File: src/rtl/uart_tx_if.sv
// Parallel request / serial line bundle between a UART_TX client and the transmitter.
// The client drives the word and configuration; the transmitter drives TX_OUT and busy.
interface uart_tx_if;
  logic [7:0] P_DATA;
  logic       Data_Valid;
  logic       PAR_EN;
  logic       PAR_TYP;
  logic [4:0] Prescale;
  logic       TX_OUT;
  logic       busy;

  modport master (
    output P_DATA, Data_Valid, PAR_EN, PAR_TYP, Prescale,
    input  TX_OUT, busy
  );

  modport slave (
    input  P_DATA, Data_Valid, PAR_EN, PAR_TYP, Prescale,
    output TX_OUT, busy
  );
endinterface

File: src/rtl/uart_tx.sv
// UART transmitter: start, 8 data bits LSB first, optional parity, stop; Prescale clk per bit.
// Optional macro UART_TX_TWO_STOP_EN stretches the stop phase to two bit periods.
//
// state  | meaning
// IDLE   | line high, waiting for Data_Valid
// START  | line low for one bit period
// DATA   | shadow bits 0..7, one bit period each
// PARITY | XOR of data bits XOR PAR_TYP
// STOP   | line high for one (or two) bit periods
module uart_tx (
  input  logic     clk,
  input  logic     rst,
  uart_tx_if.slave bus
);

  typedef enum logic [2:0] {
    IDLE   = 3'd0,
    START  = 3'd1,
    DATA   = 3'd2,
    PARITY = 3'd3,
    STOP   = 3'd4
  } state_e;

  state_e     state_q, state_d;
  logic [4:0] cnt_q, cnt_d;
  logic [2:0] idx_q, idx_d;
  logic [7:0] data_q, data_d;
  logic       par_en_q, par_en_d;
  logic       par_typ_q, par_typ_d;
  logic [4:0] pre_q, pre_d;
  logic       tx_q, tx_d;
  logic       busy_q, busy_d;
`ifdef UART_TX_TWO_STOP_EN
  logic       stop2_q, stop2_d;
`endif

  logic       bit_done;
  logic [2:0] idx_nxt;
  logic       par_bit;

  assign bit_done = (cnt_q == (pre_q - 5'd1));
  assign idx_nxt  = idx_q + 3'd1;
  assign par_bit  = (^data_q) ^ par_typ_q;

  always_ff @(posedge clk or negedge rst) begin
    if (!rst) begin
      state_q   <= IDLE;
      cnt_q     <= 5'd0;
      idx_q     <= 3'd0;
      data_q    <= 8'd0;
      par_en_q  <= 1'b0;
      par_typ_q <= 1'b0;
      pre_q     <= 5'd0;
      tx_q      <= 1'b1;
      busy_q    <= 1'b0;
`ifdef UART_TX_TWO_STOP_EN
      stop2_q   <= 1'b0;
`endif
    end else begin
      state_q   <= state_d;
      cnt_q     <= cnt_d;
      idx_q     <= idx_d;
      data_q    <= data_d;
      par_en_q  <= par_en_d;
      par_typ_q <= par_typ_d;
      pre_q     <= pre_d;
      tx_q      <= tx_d;
      busy_q    <= busy_d;
`ifdef UART_TX_TWO_STOP_EN
      stop2_q   <= stop2_d;
`endif
    end
  end

  // Outputs are registered from the next-state decision, so the line and busy
  // change on the same edge as the state they belong to.
  always_comb begin
    state_d   = state_q;
    cnt_d     = cnt_q;
    idx_d     = idx_q;
    data_d    = data_q;
    par_en_d  = par_en_q;
    par_typ_d = par_typ_q;
    pre_d     = pre_q;
    tx_d      = tx_q;
    busy_d    = busy_q;
`ifdef UART_TX_TWO_STOP_EN
    stop2_d   = stop2_q;
`endif

    case (state_q)
      IDLE: begin
        tx_d   = 1'b1;
        busy_d = 1'b0;
        if (bus.Data_Valid) begin
          data_d    = bus.P_DATA;
          par_en_d  = bus.PAR_EN;
          par_typ_d = bus.PAR_TYP;
          pre_d     = (bus.Prescale == 5'd0) ? 5'd1 : bus.Prescale;
          cnt_d     = 5'd0;
          idx_d     = 3'd0;
          state_d   = START;
          tx_d      = 1'b0;
          busy_d    = 1'b1;
        end
      end

      START: begin
        if (bit_done) begin
          cnt_d   = 5'd0;
          state_d = DATA;
          tx_d    = data_q[0];
        end else begin
          cnt_d = cnt_q + 5'd1;
        end
      end

      DATA: begin
        if (bit_done) begin
          cnt_d = 5'd0;
          if (idx_q == 3'd7) begin
            if (par_en_q) begin
              state_d = PARITY;
              tx_d    = par_bit;
            end else begin
              state_d = STOP;
              tx_d    = 1'b1;
            end
`ifdef UART_TX_TWO_STOP_EN
            stop2_d = 1'b0;
`endif
          end else begin
            idx_d = idx_nxt;
            tx_d  = data_q[idx_nxt];
          end
        end else begin
          cnt_d = cnt_q + 5'd1;
        end
      end

      PARITY: begin
        if (bit_done) begin
          cnt_d   = 5'd0;
          state_d = STOP;
          tx_d    = 1'b1;
        end else begin
          cnt_d = cnt_q + 5'd1;
        end
      end

      STOP: begin
        tx_d = 1'b1;
        if (bit_done) begin
          cnt_d = 5'd0;
`ifdef UART_TX_TWO_STOP_EN
          if (!stop2_q) begin
            stop2_d = 1'b1;
          end else begin
            stop2_d = 1'b0;
            state_d = IDLE;
            busy_d  = 1'b0;
          end
`else
          state_d = IDLE;
          busy_d  = 1'b0;
`endif
        end else begin
          cnt_d = cnt_q + 5'd1;
        end
      end

      default: begin
        state_d = IDLE;
        cnt_d   = 5'd0;
        tx_d    = 1'b1;
        busy_d  = 1'b0;
      end
    endcase
  end

  assign bus.TX_OUT = tx_q;
  assign bus.busy   = busy_q;

endmodule

File: src/flat_wrapper.sv
// flat-port wrapper written by rule: the top's interface ports become plain ports
module uart_tx_flat 
  (clk, rst, bus_P_DATA, bus_Data_Valid, bus_PAR_EN, bus_PAR_TYP, bus_Prescale, bus_TX_OUT, bus_busy);
  uart_tx_if bus_i ();
  input  logic clk;
  input  logic rst;
  input wire logic [$bits(bus_i.P_DATA)-1:0] bus_P_DATA;
  input wire logic [$bits(bus_i.Data_Valid)-1:0] bus_Data_Valid;
  input wire logic [$bits(bus_i.PAR_EN)-1:0] bus_PAR_EN;
  input wire logic [$bits(bus_i.PAR_TYP)-1:0] bus_PAR_TYP;
  input wire logic [$bits(bus_i.Prescale)-1:0] bus_Prescale;
  output wire logic [$bits(bus_i.TX_OUT)-1:0] bus_TX_OUT;
  output wire logic [$bits(bus_i.busy)-1:0] bus_busy;
  assign bus_i.P_DATA = bus_P_DATA;
  assign bus_i.Data_Valid = bus_Data_Valid;
  assign bus_i.PAR_EN = bus_PAR_EN;
  assign bus_i.PAR_TYP = bus_PAR_TYP;
  assign bus_i.Prescale = bus_Prescale;
  assign bus_TX_OUT = bus_i.TX_OUT;
  assign bus_busy = bus_i.busy;
  uart_tx u_core (.clk(clk), .rst(rst), .bus(bus_i));
endmodule
File: config.mk
export PLATFORM = sky130hd
export DESIGN_NAME = uart_tx_flat
export DESIGN_NICKNAME = d
export VERILOG_FILES = /design/src/rtl/uart_tx_if.sv /design/src/rtl/uart_tx.sv /design/src/flat_wrapper.sv
export SDC_FILE = /design/constraint.sdc
export NUM_CORES = 1
export LEC_CHECK = 0
export CORE_MARGIN = 3
export CORE_UTILIZATION = 55
export DETAILED_ROUTE_END_ITERATION = 7
export HOLD_SLACK_MARGIN = 0.02
export PLACE_DENSITY = 0.79
export SETUP_SLACK_MARGIN = 0.1
export SYNTH_ARGS = -nofsm -noshare
export SYNTH_HDL_FRONTEND = slang
export SYNTH_SLANG_ARGS = --single-unit
export TNS_END_PERCENT = 100
File: constraint.sdc
create_clock -name clk -period 2.4 [get_ports clk]
set_clock_uncertainty 0.2 [all_clocks]
set_input_delay 0.36 -clock clk [delete_from_list [all_inputs] [get_ports clk]]
set_output_delay 0.36 -clock clk [all_outputs]
set_load 0.1 [all_outputs]
Word-level counts from Yosys, hierarchy flattened
Index checks and enable logic that the tools add are counted. Widths: inputs -> output; s select.

Flip-flop bits (word level): 28. Bits of input ports: 18. Output and inout bits: 2. Logic and storage cells: 67.

Add/sub/neg operators: 3. $lt $le $gt $ge: 1. Equal/unequal tests: 13. Muxes and demuxes: 28. Bitwise gates (word level): 2. Reductions and logical operators: 11.

Operators with widths (number): $mux 3 (10); $mux 5 (3); $pmux 3 s5 (1); $ne 2x1->1 const B (5); $pmux 5 s2 (1); $mux 1 (9); $reduce_xor 8->1 (1); $eq 3x2->1 const B (2); $eq 3x3->1 const B (2); $pmux 3 s2 (1); $reduce_and 6->1 (1); $add 5x1->5 const B (1); $eq 5x5->1 (1); $logic_not 5->1 (1); $sub 5x1->5 const B (1); $lt 3x4->1 const B (1); $ne 2x2->1 const B (2); $pmux 1 s4 (1); $reduce_and 2->1 (2); $reduce_and 4->1 (1); $reduce_or 4->1 (1); $add 3x1->3 const B (1); $bmux 1 s3 (1); $eq 3x1->1 const B (1); other kinds (7) (7).

Logic depth before layout (Yosys ltp)
Gate-level depths: netlist of the first run.

Depth in word-level cells: 6. Gate-level depth with buffers: 8. Mapped depth without buffers: 7.

Worst setup path after synthesis of the first run
No wires, ideal clock.

Kind: flip-flop to flip-flop. Start point: register u_core.pre_q[0]. End point: register u_core.state_q[0]. Library setup time: 87 ps. Arrival time: 1720 ps. Required time: 2113 ps. Slack: 393 ps. Stages on the path, launching flop included: 8. Path buffers: 0. Clock period less this slack: 2007 ps. Path through: dfrtp_1 > inv_1 > ha_1 > nand4bb_4 > a211oi_4 > o311ai_4 > o31a_1 > a211oi_2.

Longest elaborated chain between the ends: 4. Elaborated cells on any way between the ends: 7. Classes of those cells: 1 x add/sub; 5 x eq/ne; 1 x reduce/logical.

RTL lines: start, declared (RTL line uart_tx.sv:30) `logic [4:0] pre_q, pre_d;`; start signal, assigned (RTL line uart_tx.sv:66) `pre_q <= pre_d;`; $sub 5x1->5 (*) (RTL line uart_tx.sv:41) `assign bit_done = (cnt_q == (pre_q - 5'd1));`; $eq 5x5->1 (*) (RTL line uart_tx.sv:41); $ne 2x1->1 (no line); $reduce_and 6->1 (no line) (*); end signal, assigned (RTL line uart_tx.sv:60) `state_q <= state_d;`; end, declared (RTL line uart_tx.sv:24) `state_e state_q, state_d;`.

Every way passes the cells marked *; elsewhere a longest branch is shown, timed or not. A chain may end at the register's enable or synchronous reset.

Final worst setup path of the first run
Start point: register u_core.pre_q[0]. End point: register u_core.cnt_q[4].

Longest elaborated chain between the ends: 4.

RTL lines: $sub 5x1->5 (RTL line uart_tx.sv:41); $eq 5x5->1 (RTL line uart_tx.sv:41); $mux 5; $pmux 5 s2 (RTL line uart_tx.sv:91) `case (state_q)`; end signal, assigned (RTL line uart_tx.sv:61) `cnt_q <= cnt_d;`; end, declared (RTL line uart_tx.sv:25) `logic [4:0] cnt_q, cnt_d;`.

No other way between the ends.

==> out/metrics.csv, run 1 <==
metric,value,unit
Top Layer Used,met4,
worst reg2reg path depth,8,
outcome,finished clean,
met2 wire length,1780,um
Async SR Flop Fraction,100,%
Met1 Wirelength,1500,um
Post-synth EDFFs,0,
total global-route track usage,20.3,%
drt first-iter violations,65,
CP Class,reg -> reg,
launch point of the critical path,u_core.pre_q[0],
core area,0.00281,mm^2
Synth top area share,41.1,%
Root Driver,clkbuf_4,
die height,60.7,um
Post-DP HPWL,2450,um
worst skew pair latency,0.34,ns
Starting Density,58.6,%
largest cells by area after synthesis,"dfrtp_1 (41%), mux2_1 (4.1%), mux2_2 (4.1%)",
Least-Margin Pin Slew,0.667,ns
CP max FO,6,
Synth Net Count,172,
WL/cell,17.0,um
Final setup violation count,0,
Critical R2R Launch,u_core.pre_q[0],
Syn. warnings,0,
Static Leak,0.000815,uW
cells after synthesis,150,
Final Max Slew Viols,0,
sequential share of the synthesized area,42.7,%
min Tclk post-route,2.24,ns
full die area,0.00368,mm^2
CTS tree,built,
total routed wirelength,3520,um
fin nets,199,
crit start category,register,
RSZ-0062 raised after global routing,true,
Worst IR Drop VDD,0.915,mV
GPL Wtd Cong,0.833,
Setup crit end,u_core.cnt_q[4],
clock sinks,28,
CTS H-tree depth,1,
# Max-Cap Violations,0,
maximum clock rate,446,MHz
Worst slew margin,55.4,%
first-pass GRT wire length,5490,um
largest area contributor in the netlist,dfrtp_1,
Ant. Diodes,0,
Unique masters post-synth,43,
row count,19,
hold slack,0.169,ns
fin crit share,93.5,%
vias in the first global route,1270,
Die X-Extent,60.7,um
quantity of I/O buffers inserted on ports,19,
initial antenna violation count,0,
Final TNS setup,0,ns
Syn Area/Cell,11.0,um^2
Reg-to-Reg End,u_core.cnt_q[4],
arrival time worst endpoint,2.28,ns
via count,1290,
"Hold-fix buffers, CTS",0,
"Top FF cell, synth",dfrtp_1,
register bit total from synthesis,28,
Worst-path clk slew,0.15,ns
Routed Antenna Nets,0,
HP Class,in -> async,
Final Hold Vio Count,0,
met3 wire length,134,um
Crit. End Element,register,
I/O pin count,20,
Post-route DRC,0,
Layout fillers,226,
r2r setup slk,0.16,ns
worst path required time,2.43,ns
share of cells above drive strength 1,17.6,%
Post-Syn Area,0.00164,mm^2
largest net degree at the start of global routing,29,
Max clock buf depth,2,
DR pass1 iterations,4,
Area Growth Syn to Fin,18.8,%
"Remaining Overflow, GRT",0,
PwrDens,1390,mW/mm^2
vias per inst,6.23,
total CTS buffers,3,
## repair_timing
item | 4_1_cts | 5_1_grt
resized for setup | 0 | 1
setup buffers | 0 | 4
endpoints found under the hold margin | 0 | 0
endpoints found under the setup margin | 0 | 7
## metrics by stage
| stage | std cells | power, uW | worst slack [ns] | area, um^2 | util [%] |
|---|---|---|---|---|---|
| final | 207 | 2720 | 0.155 | 1950 | 69.6 |
| after global routing | 207 | 2920 | 0.00430 | 1950 | 69.6 |
| after CTS | 202 | 2570 | 0.130 | 1900 | 67.6 |
| after detailed placement | 198 | 2360 | 0.165 | 1870 | 66.6 |
| after global placement | 198 | 2290 | 0.242 | 1870 | 66.6 |
| after floorplan | 150 | 2080 | 0.393 | 1640 | - |
## layout make-up
type | count | area (um^2) | share of cell area, %
flip-flops and latches | 28 | 702 | 35.9
repair buffers | 27 | 245 | 12.6
clock buffers | 4 | 26.3 | 1.35
well taps | 31 | 38.8 | 1.99
inverters | 7 | 26.3 | 1.35
multi-input cells | 110 | 915 | 46.8
## kinds of logic after synthesis
group / count (synthesis) / share of synthesized area [%]
xor gates and xnor gates: 12 / 8.07
DFF: 28 / 42.7
adders and majority gates: 4 / 3.04
buffers and inverters: 13 / 3.65
AOI/OAI and AO/OA: 30 / 14.1
muxes: 18 / 13.4
and+or+nand+nor: 45 / 15.1
## cell usage after synthesis, types with 3 or more instances
| master | n |
|---|---|
| nor2_1 | 7 |
| mux2_1 | 6 |
| a21oi_1 | 5 |
| mux2i_1 | 4 |
| buf_2 | 3 |
| nand2_1 | 11 |
| o21ai_1 | 6 |
| inv_1 | 7 |
| xnor2_1 | 5 |
| nand2b_1 | 4 |
| xor2_1 | 5 |
| ha_1 | 4 |
| nand3_1 | 9 |
| mux2_2 | 6 |
| dfrtp_1 | 27 |
## layout by cell type (no fill, tap or decap), types with 3 or more instances in the layout
cell / Yosys / layout
xnor2_1: 5 / 5
dfrtp_1: 27 / 27
buf_4: 2 / 10
ha_1: 4 / 4
xor2_1: 5 / 5
mux2_1: 6 / 6
nand2_1: 11 / 11
mux2_2: 6 / 6
a21oi_1: 5 / 5
nor2_1: 7 / 7
clkbuf_4: 0 / 3
clkdlybuf4s50_1: 0 / 17
o21ai_1: 6 / 6
inv_1: 7 / 7
mux2i_1: 4 / 4
nand2b_1: 4 / 4
nand3_1: 9 / 9
## report_power, final
| part | switching (uW) | internal (uW) |
|---|---|---|
| registers | 255 | 697 |
| logic | 796 | 764 |
| clock network | 144 | 65.4 |
## flip-flops by register name (all words and copies together) (netlist names)
| register | cells |
|---|---|
| u_core.data_q | 8 |
| u_core.cnt_q | 5 |
| u_core.pre_q | 5 |
| u_core.idx_q | 3 |
| u_core.state_q | 3 |
| u_core.bus.TX_OUT | 1 |
| u_core.bus.busy | 1 |
| u_core.par_en_q | 1 |
| u_core.par_typ_q | 1 |
## per-layer routing
metal / up-vias / GRT usage, %
met1: 647 / 23.7
met4: 0 / 13.0
met5: - / 0
met3: 9 / 2.98
li1: 604 / -
met2: 30 / 34.8
## critical path: stages, from the launching register on
cell,delay [ns]
dfrtp_1,0.39
inv_1,0.07
ha_1,0.30
xnor2_1,0.17
a211oi_4,0.28
buf_4,0.17
o311ai_2,0.19
a31oi_1,0.26
o22ai_1,0.12
## how the worst min path moves through the flow
stage / startpoint / to
global placement: u_core.bus.busy / u_core.bus.busy
global route: rst / u_core.pre_q[3]
detailed placement: u_core.bus.busy / u_core.bus.busy
floorplan: rst / u_core.bus.busy
finish: rst / u_core.cnt_q[4]
CTS: rst / u_core.pre_q[3]
(Power assumes the default switching activity.)
==> run 2, diff against run 1 <==
Settings changed: CORE_MARGIN 3 to 5.
==> out/metrics.csv, run 2 (synthesis results as in run 1) <==
metric,value,unit
Largest regs,"u_core.data_q (8), u_core.cnt_q (5), u_core.pre_q (5)",
total routed wirelength,3470,um
Final TNS setup,0,ns
Crit. End Element,register,
min Tclk post-route,2.24,ns
"Remaining Overflow, GRT",0,
RSZ-0062 raised after global routing,true,
core area,0.00281,mm^2
Least-Margin Pin Slew,0.670,ns
Root Driver,clkbuf_4,
crit start category,register,
Die X-Extent,64.7,um
worst skew pair latency,0.32,ns
clock sinks,28,
"Cell Chain, Critical Path","inv_1, ha_2, xnor2_1, a211oi_4, o311ai_4, buf_4, a21o_1, a21o_1",
maximum clock rate,447,MHz
quantity of I/O buffers inserted on ports,19,
Static Leak,0.000822,uW
Post-Layout Cell Count,207,
largest net degree at the start of global routing,29,
cell with the largest stage delay on the worst path,dfrtp_1,
met3 wire length,160,um
worst path required time,2.43,ns
Final Hold Vio Count,0,
most frequent cells in the layout,"dfrtp_1 (27), clkdlybuf4s50_1 (17), nand2_1 (11)",
fin crit share,93.1,%
HP Class,in -> async,
total global-route track usage,17.3,%
Area Growth Syn to Fin,19.9,%
vias in the first global route,1249,
outcome,finished clean,
fin nets,199,
Worst slew margin,55.2,%
Routed Antenna Nets,0,
Max clock buf depth,2,
via count,1232,
total CTS buffers,3,
Worst IR Drop VDD,0.857,mV
Met1 Wirelength,1430,um
DR pass1 iterations,4,
Final setup violation count,0,
Worst-path clk slew,0.15,ns
met2 wire length,1850,um
WL/cell,16.8,um
"commonest non-fill, non-tap cell in the layout",dfrtp_1,
footprint of the multi-input gates,911,um^2
first-pass GRT wire length,5670,um
crit-path leading delay family,compound AO/OA/AOI/OAI gates,
hold slack,0.206,ns
Ant. Diodes,0,
Top Layer Used,met4,
Largest register FFs,8,
FF+latch area,702,um^2
full die area,0.00418,mm^2
Biggest register,u_core.data_q,
Starting Density,58.6,%
CP Buf/Inv Count,2,
dpl cells,196,
PwrDens,1380,mW/mm^2
Final Max Slew Viols,0,
"Hold-fix buffers, CTS",0,
drt first-iter violations,103,
CTS H-tree depth,1,
# Max-Cap Violations,0,
CP Class,reg -> reg,
vias per inst,5.95,
GPL Wtd Cong,0.867,
die height,64.7,um
Post-DP HPWL,2500,um
Post-Route Utilization,70.3,%
max incr delay on CP,0.42,ns
I/O pin count,20,
CP max FO,6,
Layout fillers,213,
row count,19,
r2r setup slk,0.16,ns
share of cells above drive strength 1,18.8,%
Post-route DRC,0,
initial antenna violation count,0,
arrival time worst endpoint,2.27,ns
Crit path top cell by count,a21o_1,
CTS tree,built,
[run 2: worst reg2reg max path, stage by stage (launching register included)]
cell	delay [ns]
dfrtp_1	0.42
inv_1	0.08
ha_2	0.27
xnor2_1	0.16
a211oi_4	0.29
o311ai_4	0.21
buf_4	0.20
a21o_1	0.16
a21o_1	0.17
[run 2: area by class of cell]
class                   count  share of cell area [%]
clock buffers               4                    1.84
inverters                   7                    1.33
multi-input cells         110                    46.2
flip-flops and latches     28                    35.6
well taps                  31                    1.97
repair buffers             27                    13.1
[run 2: worst paths after layout]
| check | from | end | cells past startpoint |
|---|---|---|---|
| max | u_core.pre_q[0] | u_core.bus.busy | 8 |
| min reg2reg | u_core.bus.busy | u_core.bus.busy | 1 |
| min in group clk | u_core.bus.busy | u_core.bus.busy | 1 |
| min | rst | u_core.par_en_q | 2 |
| max in group asynchronous | rst | u_core.bus.TX_OUT | 2 |
| max reg2reg | u_core.pre_q[0] | u_core.bus.busy | 8 |
[run 2: timing repair]
item,in CTS,in global routing
endpoints found under the setup margin,0,8
buffers inserted,0,6
hold endpoints to repair,0,0
gates resized for setup,0,2
[run 2: metal layers]
layer  GRT usage (%)  vias up
li1                -      596
met1            20.9      596
met2            31.2       34
met3            3.28        6
met4            5.28        0
met5               0        -
[run 2: power breakdown]
part	internal, uW	total (uW)	switching, uW
combinational	770	1540	769
sequential	697	958	261
clock	92.7	225	132
total	1560	2720	1160
[run 2: through the flow]
stage	cell area [um^2]	power [uW]	setup slack, ns
6_report	1970	2720	0.165
3_5_place_dp	1870	2360	0.139
3_3_place_gp	1870	2280	0.241
2_1_floorplan	1640	2080	0.393
5_1_grt	1970	2930	0.0636
4_1_cts	1900	2590	0.114
